--- config.mk ---
export PLATFORM = sky130hd
export DESIGN_NAME = mem_stage
export DESIGN_NICKNAME = d
export VERILOG_FILES = /design/src/rtl/mips_pkg.sv /design/src/rtl/mem_ctrl_fsm.sv /design/src/rtl/mem_stage.sv
export SDC_FILE = /design/constraint.sdc
export NUM_CORES = 1
export LEC_CHECK = 0
export CAP_MARGIN = 10
export CELL_PAD_IN_SITES_DETAIL_PLACEMENT = 1
export CELL_PAD_IN_SITES_GLOBAL_PLACEMENT = 1
export CORE_MARGIN = 2
export CORE_UTILIZATION = 31
export CTS_BUF_LIST = sky130_fd_sc_hd__clkbuf_2 sky130_fd_sc_hd__clkbuf_4 sky130_fd_sc_hd__clkbuf_8
export CTS_CLUSTER_DIAMETER = 40
export CTS_CLUSTER_SIZE = 24
export DETAILED_ROUTE_END_ITERATION = 10
export PLACE_DENSITY = 0.92
export SETUP_SLACK_MARGIN = 0.05
export SYNTH_ARGS = -nofsm -noshare
export SYNTH_HDL_FRONTEND = slang
export SYNTH_SLANG_ARGS = --single-unit
--- constraint.sdc ---
create_clock -name clk -period 1.55 [get_ports clk]
set_clock_uncertainty 0.2 [all_clocks]
set_input_delay 0.155 -clock clk [delete_from_list [all_inputs] [get_ports clk]]
set_output_delay 0.155 -clock clk [all_outputs]
set_load 0.01 [all_outputs]
--- src/rtl/mips_pkg.sv ---
// Shared MIPS pipeline definitions: EX_MEM / MEM_WB bundle layout, MEM stage
// state encoding and the MEM_WB packing helper.
package mips_pkg;

   localparam int EX_MEM_W = 73;
   localparam int MEM_WB_W = 71;

   localparam int EXM_DEST_LSB  = 0;
   localparam int EXM_ALU_LSB   = 5;
   localparam int EXM_WDATA_LSB = 37;
   localparam int EXM_MEMWRITE  = 69;
   localparam int EXM_MEMREAD   = 70;
   localparam int EXM_MEMTOREG  = 71;
   localparam int EXM_REGWRITE  = 72;

   localparam int MWB_DEST_LSB  = 0;
   localparam int MWB_ALU_LSB   = 5;
   localparam int MWB_DATA_LSB  = 37;
   localparam int MWB_MEMTOREG  = 69;
   localparam int MWB_REGWRITE  = 70;

   localparam logic [MEM_WB_W-1:0] BUBBLE = '0;

   typedef enum logic {
      IDLE = 1'b0,
      WAIT = 1'b1
   } mem_state_t;

   function automatic logic [MEM_WB_W-1:0] pack_mem_wb(
      input logic        reg_write,
      input logic        memto_reg,
      input logic [31:0] mem_data,
      input logic [31:0] alu_result,
      input logic [4:0]  dest
   );
      return {reg_write, memto_reg, mem_data, alu_result, dest};
   endfunction

endpackage

--- src/rtl/mem_ctrl_fsm.sv ---
// Memory access controller for the MEM stage: tracks the outstanding request,
// counts WAIT cycles and decides stall, completion and timeout.
module mem_ctrl_fsm
   import mips_pkg::*;
#(
   parameter int TIMEOUT_CYC = 16
) (
   input  logic clk,
   input  logic rst,
   input  logic start,
   input  logic dmem_ack,
   output logic idle,
   output logic req,
   output logic stall,
   output logic launch,
   output logic complete,
   output logic timeout_hit
);

   localparam int CNT_W = (TIMEOUT_CYC > 1) ? $clog2(TIMEOUT_CYC) : 1;
   localparam logic [CNT_W-1:0] LAST_CNT = CNT_W'(TIMEOUT_CYC - 1);

   mem_state_t state, state_nxt;
   logic [CNT_W-1:0] cnt;
   logic at_last;

   assign at_last = (cnt == LAST_CNT);

   always_ff @(posedge clk) begin
      if (rst) begin
         state <= IDLE;
         cnt   <= '0;
      end else begin
         state <= state_nxt;
         if (state == IDLE)
            cnt <= '0;
         else if (!dmem_ack)
            cnt <= cnt + CNT_W'(1);
      end
   end

   always_comb begin
      state_nxt = state;
      case (state)
         IDLE: if (start) state_nxt = WAIT;
         WAIT: if (dmem_ack || at_last) state_nxt = IDLE;
         default: state_nxt = IDLE;
      endcase
   end

   // An ack in the final counted cycle still completes; only a missing ack times out.
   always_comb begin
      idle        = (state == IDLE);
      req         = (state == WAIT);
      launch      = idle && start;
      complete    = req && dmem_ack;
      timeout_hit = req && !dmem_ack && at_last;
      stall       = launch || (req && !dmem_ack && !at_last);
   end

endmodule

--- src/rtl/mem_stage.sv ---
// MEM stage of the 5-stage MIPS pipeline: runs loads/stores over a req/ack
// data memory port and produces the registered MEM_WB bundle.
module mem_stage
   import mips_pkg::*;
#(
   parameter int TIMEOUT_CYC = 16,
   parameter int MEM_WB_W    = 71
) (
   input  logic                clk,
   input  logic                rst,
   input  logic [72:0]         EX_MEM,
   output logic                dmem_req,
   output logic                dmem_we,
   output logic [31:0]         dmem_addr,
   output logic [31:0]         dmem_wdata,
   input  logic [31:0]         dmem_rdata,
   input  logic                dmem_ack,
   output logic                mem_stall,
   output logic [MEM_WB_W-1:0] MEM_WB,
   output logic                misalign_err,
   output logic                timeout_err
);

   logic [4:0]  dest;
   logic [31:0] alu_result;
   logic [31:0] store_data;
   logic        mem_write, mem_read, memto_reg, reg_write;
   logic        mem_op, misaligned, start;
   logic        idle, launch, complete, timeout_hit;

   logic        rw_q, mtr_q;
   logic [4:0]  dest_q;

   assign dest       = EX_MEM[EXM_DEST_LSB +: 5];
   assign alu_result = EX_MEM[EXM_ALU_LSB +: 32];
   assign store_data = EX_MEM[EXM_WDATA_LSB +: 32];
   assign mem_write  = EX_MEM[EXM_MEMWRITE];
   assign mem_read   = EX_MEM[EXM_MEMREAD];
   assign memto_reg  = EX_MEM[EXM_MEMTOREG];
   assign reg_write  = EX_MEM[EXM_REGWRITE];

   assign mem_op     = mem_read || mem_write;
   assign misaligned = mem_op && (alu_result[1:0] != 2'b00);
   assign start      = mem_op && !misaligned;

   mem_ctrl_fsm #(
      .TIMEOUT_CYC(TIMEOUT_CYC)
   ) u_ctrl (
      .clk        (clk),
      .rst        (rst),
      .start      (start),
      .dmem_ack   (dmem_ack),
      .idle       (idle),
      .req        (dmem_req),
      .stall      (mem_stall),
      .launch     (launch),
      .complete   (complete),
      .timeout_hit(timeout_hit)
   );

   // Address, data and direction are captured once at launch so the memory
   // sees a stable request for the whole WAIT period; MemWrite wins over MemRead.
   always_ff @(posedge clk) begin
      if (rst) begin
         dmem_addr    <= '0;
         dmem_wdata   <= '0;
         dmem_we      <= 1'b0;
         rw_q         <= 1'b0;
         mtr_q        <= 1'b0;
         dest_q       <= '0;
         MEM_WB       <= MEM_WB_W'(BUBBLE);
         misalign_err <= 1'b0;
         timeout_err  <= 1'b0;
      end else begin
         if (launch) begin
            dmem_addr  <= alu_result;
            dmem_wdata <= store_data;
            dmem_we    <= mem_write;
            rw_q       <= reg_write;
            mtr_q      <= memto_reg;
            dest_q     <= dest;
         end

         if (idle && !mem_op)
            MEM_WB <= MEM_WB_W'(pack_mem_wb(reg_write, memto_reg, 32'h0, alu_result, dest));
         else if (complete)
            MEM_WB <= MEM_WB_W'(pack_mem_wb(rw_q, mtr_q, dmem_we ? 32'h0 : dmem_rdata,
                                            dmem_addr, dest_q));
         else
            MEM_WB <= MEM_WB_W'(BUBBLE);

         if (idle && misaligned)
            misalign_err <= 1'b1;
         if (timeout_hit)
            timeout_err <= 1'b1;
      end
   end

endmodule

# Yosys cells after proc, flatten, opt, wreduce, memory -nomap -nowiden
# Index checks and enable logic that the tools add are counted.
# classes
muxes,6
n_eq_ne,1
addsub,1
bitwise,2
reduce_logical,19
# ops
cell,n
$mux 71,2
$mux 32,1
$logic_and 1x1->1,9
$add 4x1->4 const B,1
$eq 4x4->1 const B,1
$logic_not 1->1,4
$reduce_or 4->1,1
$logic_or 1x1->1,3
$mux 1,2
$not 1->1,2
$pmux 1 s2,1
$reduce_bool 2->1,1
$reduce_or 2->1,1
# word_totals
in_bits,108
output_inout_bits,140
register_bits,150

# Logic depth before layout (Yosys ltp)
# depth
depth_word,6
depth_mapped,6
mapped_depth_nobuf,4

# Cells and area by module
# From an unflattened synthesis, not the netlist that was laid out.
# unflattened
cells_unflattened,513
area_unflattened_um2,5716.7
# modules_own_cells
module,instances,cells_each,seq_area_each_um2,area_per_inst_um2
mem_stage,1,488,2902.8,5481.5
mem_ctrl_fsm,1,25,100.1,235.2

# Least setup slack after synthesis
# OpenSTA, ideal clock, no wires.
# synth_path
kind,reg2reg
from,reg u_ctrl.state (netlist: u_ctrl.req)
to,reg dmem_we
required_ns,1.234
stages_incl_launch_ff,3
setup_time_ns,0.116
n_path_buf,0
arrival_ns,1.141
synth_period_minus_slack_ns,1.457
path_slack_ns,0.093
cell_sequence,dfxtp_1 -> or4_1 -> a31o_1
# synth_between
elab_chain_len,2
# synth_rtl
element,line_no,rtl
from (decl),mem_ctrl_fsm.sv:23,"mem_state_t state, state_nxt;"
from (signal assigned),mem_ctrl_fsm.sv:34,state <= state_nxt;
$not 1->1,--,
$logic_and 1x1->1,mem_ctrl_fsm.sv:55,launch = idle && start;
to (signal assigned),mem_stage.sv:78,dmem_we <= mem_write;
to (decl),mem_stage.sv:13,"output logic dmem_we,"
# Every way passes these cells.
# A chain may end at the register's enable or synchronous reset.

# Final worst setup path
# layout_path
from,reg u_ctrl.state (netlist: u_ctrl.req)
to,out mem_stall
# layout_between
elab_chain_len,3
elab_cells_between_ends,5
classes_between,bitwise: 1; reduce/logical: 4
# layout_rtl
element,line_no,rtl
$logic_and 1x1->1 or $not 1->1 (tied branches),--,
$logic_and 1x1->1 (on tied branches),"mem_ctrl_fsm.sv:58, mem_ctrl_fsm.sv:55",
$logic_or 1x1->1 (*),mem_ctrl_fsm.sv:58,stall = launch || (req && !dmem_ack && !at_last);
to (decl),mem_stage.sv:18,"output logic mem_stall,"
# Every way passes the cells marked *; elsewhere a longest branch is shown, timed or not.

==> flow_summary.json <==
{
  "ys_ff_latch": 150,
  "slowest_stage": "or4_4",
  "place.gp.congestion": 0.731,
  "die_h_um": 136,
  "status": "finished, violations left",
  "clkSlewWorstSetupHoldPaths_ps": 90,
  "syn_nets": 649,
  "totalPowerFinal_mw": 8.41,
  "synth-edff-count": 0,
  "yosysSeqAreaShare_pct": 55.4,
  "cp_data_required_time_ps": 1190,
  "critPathTopFamily": "simple AND/OR/NAND/NOR gates",
  "holdCritPathClass": "primary input to flop",
  "syn-instance-count": 540,
  "dr.first_iter.drc_count": 145,
  "rsz0062_at_grt": "true",
  "floorplan.initialDensity_pct": 31.5,
  "drc": 0,
  "hold_violations": 0,
  "leakage_nw": 4.01,
  "root_buffer": "clkbuf_8",
  "grt_pass1_wl_mm": 27.4,
  "synth_top_area_share_pct": 55.4,
  "worstSetupStartpointType": "flop",
  "fin_crit_ps": 1860,
  "relSlewSlack_pct": 79.2,
  "synth.distinct_cells": 30,
  "mappedNetlistArea_um2": 5420,
  "failed_checks": "setup timing",
  "rows": 48,
  "fmax_ghz": 0.539,
  "via_per_inst": 4.65,
  "drv_slew": 0,
  "avgSynthCellArea_um2": 10.0,
  "path_cells": "or4_4, nand2_2, buf_6",
  "cts_inserted_buffers": 17,
  "fillers": 1902,
  "worst_slack_ps": -307,
  "regArea_um2": 3020,
  "syn_to_final_growth_pct": 70.7,
  "crit_path_end_kind": "primary output",
  "worst-path-buf-inv": 1,
  "vdd_drop_max_mv": 0.643,
  "cts-htree-levels": 4,
  "crit_fanout": 3,
  "grt_overflow_total": 0,
  "grt_antenna_before_repair": 1,
  "cts_sinks": 150,
  "cpPeakStageDelay_ps": 510,
  "first_pass_iters": 4,
  "die_x_um": 136,
  "critical_path_class": "flop to primary output",
  "dpl.hpwl_mm": 12.3,
  "core_area_um2": 17200,
  "power_density_nw_per_um2": 910,
  "dp_slack_ps": -719,
  "max-clock-path-buffers": 2,
  "pin_count": 248,
  "drive_above_1_share_pct": 19.6,
  "final-setup-viol-count": 140,
  "fin_nets": 933,
  "fin_crit_sh_pct": 120,
  "drv_cap": 0,
  "cts_tree": "done",
  "detail-route-antenna-nets": 0,
  "multi_input_area_um2": 2390,
  "async_reset_ff_share_pct": 0,
  "crit_arrival_ps": 1500,
  "synth_ff_type": "dfxtp_1",
  "wl_per_cell_um": 18.0,
  "synth_area_leaders": "dfxtp_1, mux2i_1, nand2_1",
  "post-route-cell-area_um2": 9250,
  "drt_wl_total_mm": 19.2,
  "grt_usage_pct": 19.3,
  "tightest_slew_ps": 309,
  "grt_max_degree": 71,
  "synth_largest_area_cell": "dfxtp_1",
  "num_vias": 4947,
  "dieArea_um2": 18600,
  "port_buffers": 247,
  "ys_warn_count": 0,
  "clk_latency_ps": 450,
  "grt_pass1_vias": 5162,
  "dpl_cell_area_um2": 8300
}
-- state kept, by name (all words and copies together), names as in the netlist --
| signal | count |
|---|---|
| u_ctrl.req | 1 |
| timeout_err | 1 |
| dmem_we | 1 |
| MEM_WB | 71 |
| rw_q | 1 |
| misalign_err | 1 |
| mtr_q | 1 |
| dmem_wdata | 32 |
| u_ctrl.cnt | 4 |
| dmem_addr | 32 |
| dest_q | 5 |
-- Yosys cell counts (2+ instances only) --
master	number
a21oi_1	2
a22oi_1	39
and2_1	33
buf_2	10
buf_4	4
buf_6	7
clkbuf_1	18
dfxtp_1	150
mux2i_1	70
nand2_1	96
nand2b_1	44
nor2_1	46
nor2b_1	2
nor3b_1	2
xor2_1	2
-- layer usage --
metal	GRT usage, %	vias to the layer above	share of wire, %
met4	5.79	0	1.9
met3	7.05	26	7.4
met2	35.1	181	53
li1	-	2348	-
met1	20.7	2392	38
met5	0	-	0
-- worst paths after layout --
check,start,slack (ps),to,depth (start not counted)
max,u_ctrl.req$_SDFF_PP0_,-310,mem_stall,3
min,EX_MEM[40],60,dmem_wdata[3]$_SDFFE_PP0P_,3
max reg2reg,u_ctrl.req$_SDFF_PP0_,-280,dmem_addr[7]$_SDFFE_PP0P_,8
min reg2reg,dmem_wdata[1]$_SDFFE_PP0P_,260,dmem_wdata[1]$_SDFFE_PP0P_,2
-- layout make-up --
| type | instances | share of cell area, % |
|---|---|---|
| Clock inverter | 15 | 1.83 |
| Clock buffer | 17 | 2.53 |
| Timing Repair Buffer | 304 | 34.0 |
| Tap cell | 225 | 3.04 |
| Sequential cell | 150 | 32.7 |
| Multi-Input combinational cell | 349 | 25.9 |
| Inverter | 2 | 0.0812 |
| Antenna cell | 1 | 0.0271 |
-- cell families after synthesis --
logic type               after synthesis  share of synthesized area (%)
XOR/XNOR                               3                          0.485
AO/OA/AOI/OAI                         43                           5.91
flip-flops                           150                           55.4
adder cells (fa/ha/maj)                1                          0.231
buffers and inverters                 41                           4.32
AND/OR/NAND/NOR                      232                           20.7
multiplexers                          70                           12.9
-- stage by stage --
stage               utilization [%]  hold slack, ps  setup TNS (ps)  std cells
floorplan                         -            76.7               0        540
global placement               48.3             241          -36990       1001
detailed placement             48.3             255          -42520       1001
CTS                            51.4            23.3          -28120       1048
global route                   53.9            40.8          -33020       1063
finish                         53.9            56.2          -23180       1063
-- worst register-to-register path, delay by kind of cell (launching register included) --
kind | cells | cell delay, ps
buf+inv | 6 | 790
flops | 1 | 350
simple gates | 1 | 220
mux | 1 | 190
-- power breakdown --
part	internal (mW)	switching [mW]	total [mW]	leakage [nW]
Combinational	0.722	0.523	1.24	2.59
Sequential	3.98	0.0747	4.06	1.23
Clock	1.47	1.65	3.11	0.196
Total	6.17	2.24	8.41	4.01
-- repair_timing --
item,in CTS,in global routing
hold endpoints to repair,32,0
pin swaps,2,46
gates resized for setup,185,109
hold buffers,1,0
buffers inserted,8,15
cloned,6,6
setup endpoints to repair,208,177
-- cell usage in the layout (no fill, tap or decap), types with 7 or more instances in the layout --
cell type,instances
a22oi_2,32
clkbuf_8,17
clkdlybuf4s15_1,21
buf_6,15
buf_12,14
clkdlybuf4s50_1,105
a22oi_1,7
nand2_1,95
clkbuf_2,8
nor2_1,46
dfxtp_2,14
dfxtp_1,136
and2_1,28
buf_4,16
mux2i_1,70
nand2b_1,44
dlygate4sd2_1,105
Note: power is estimated with default switching activity, not from simulation.
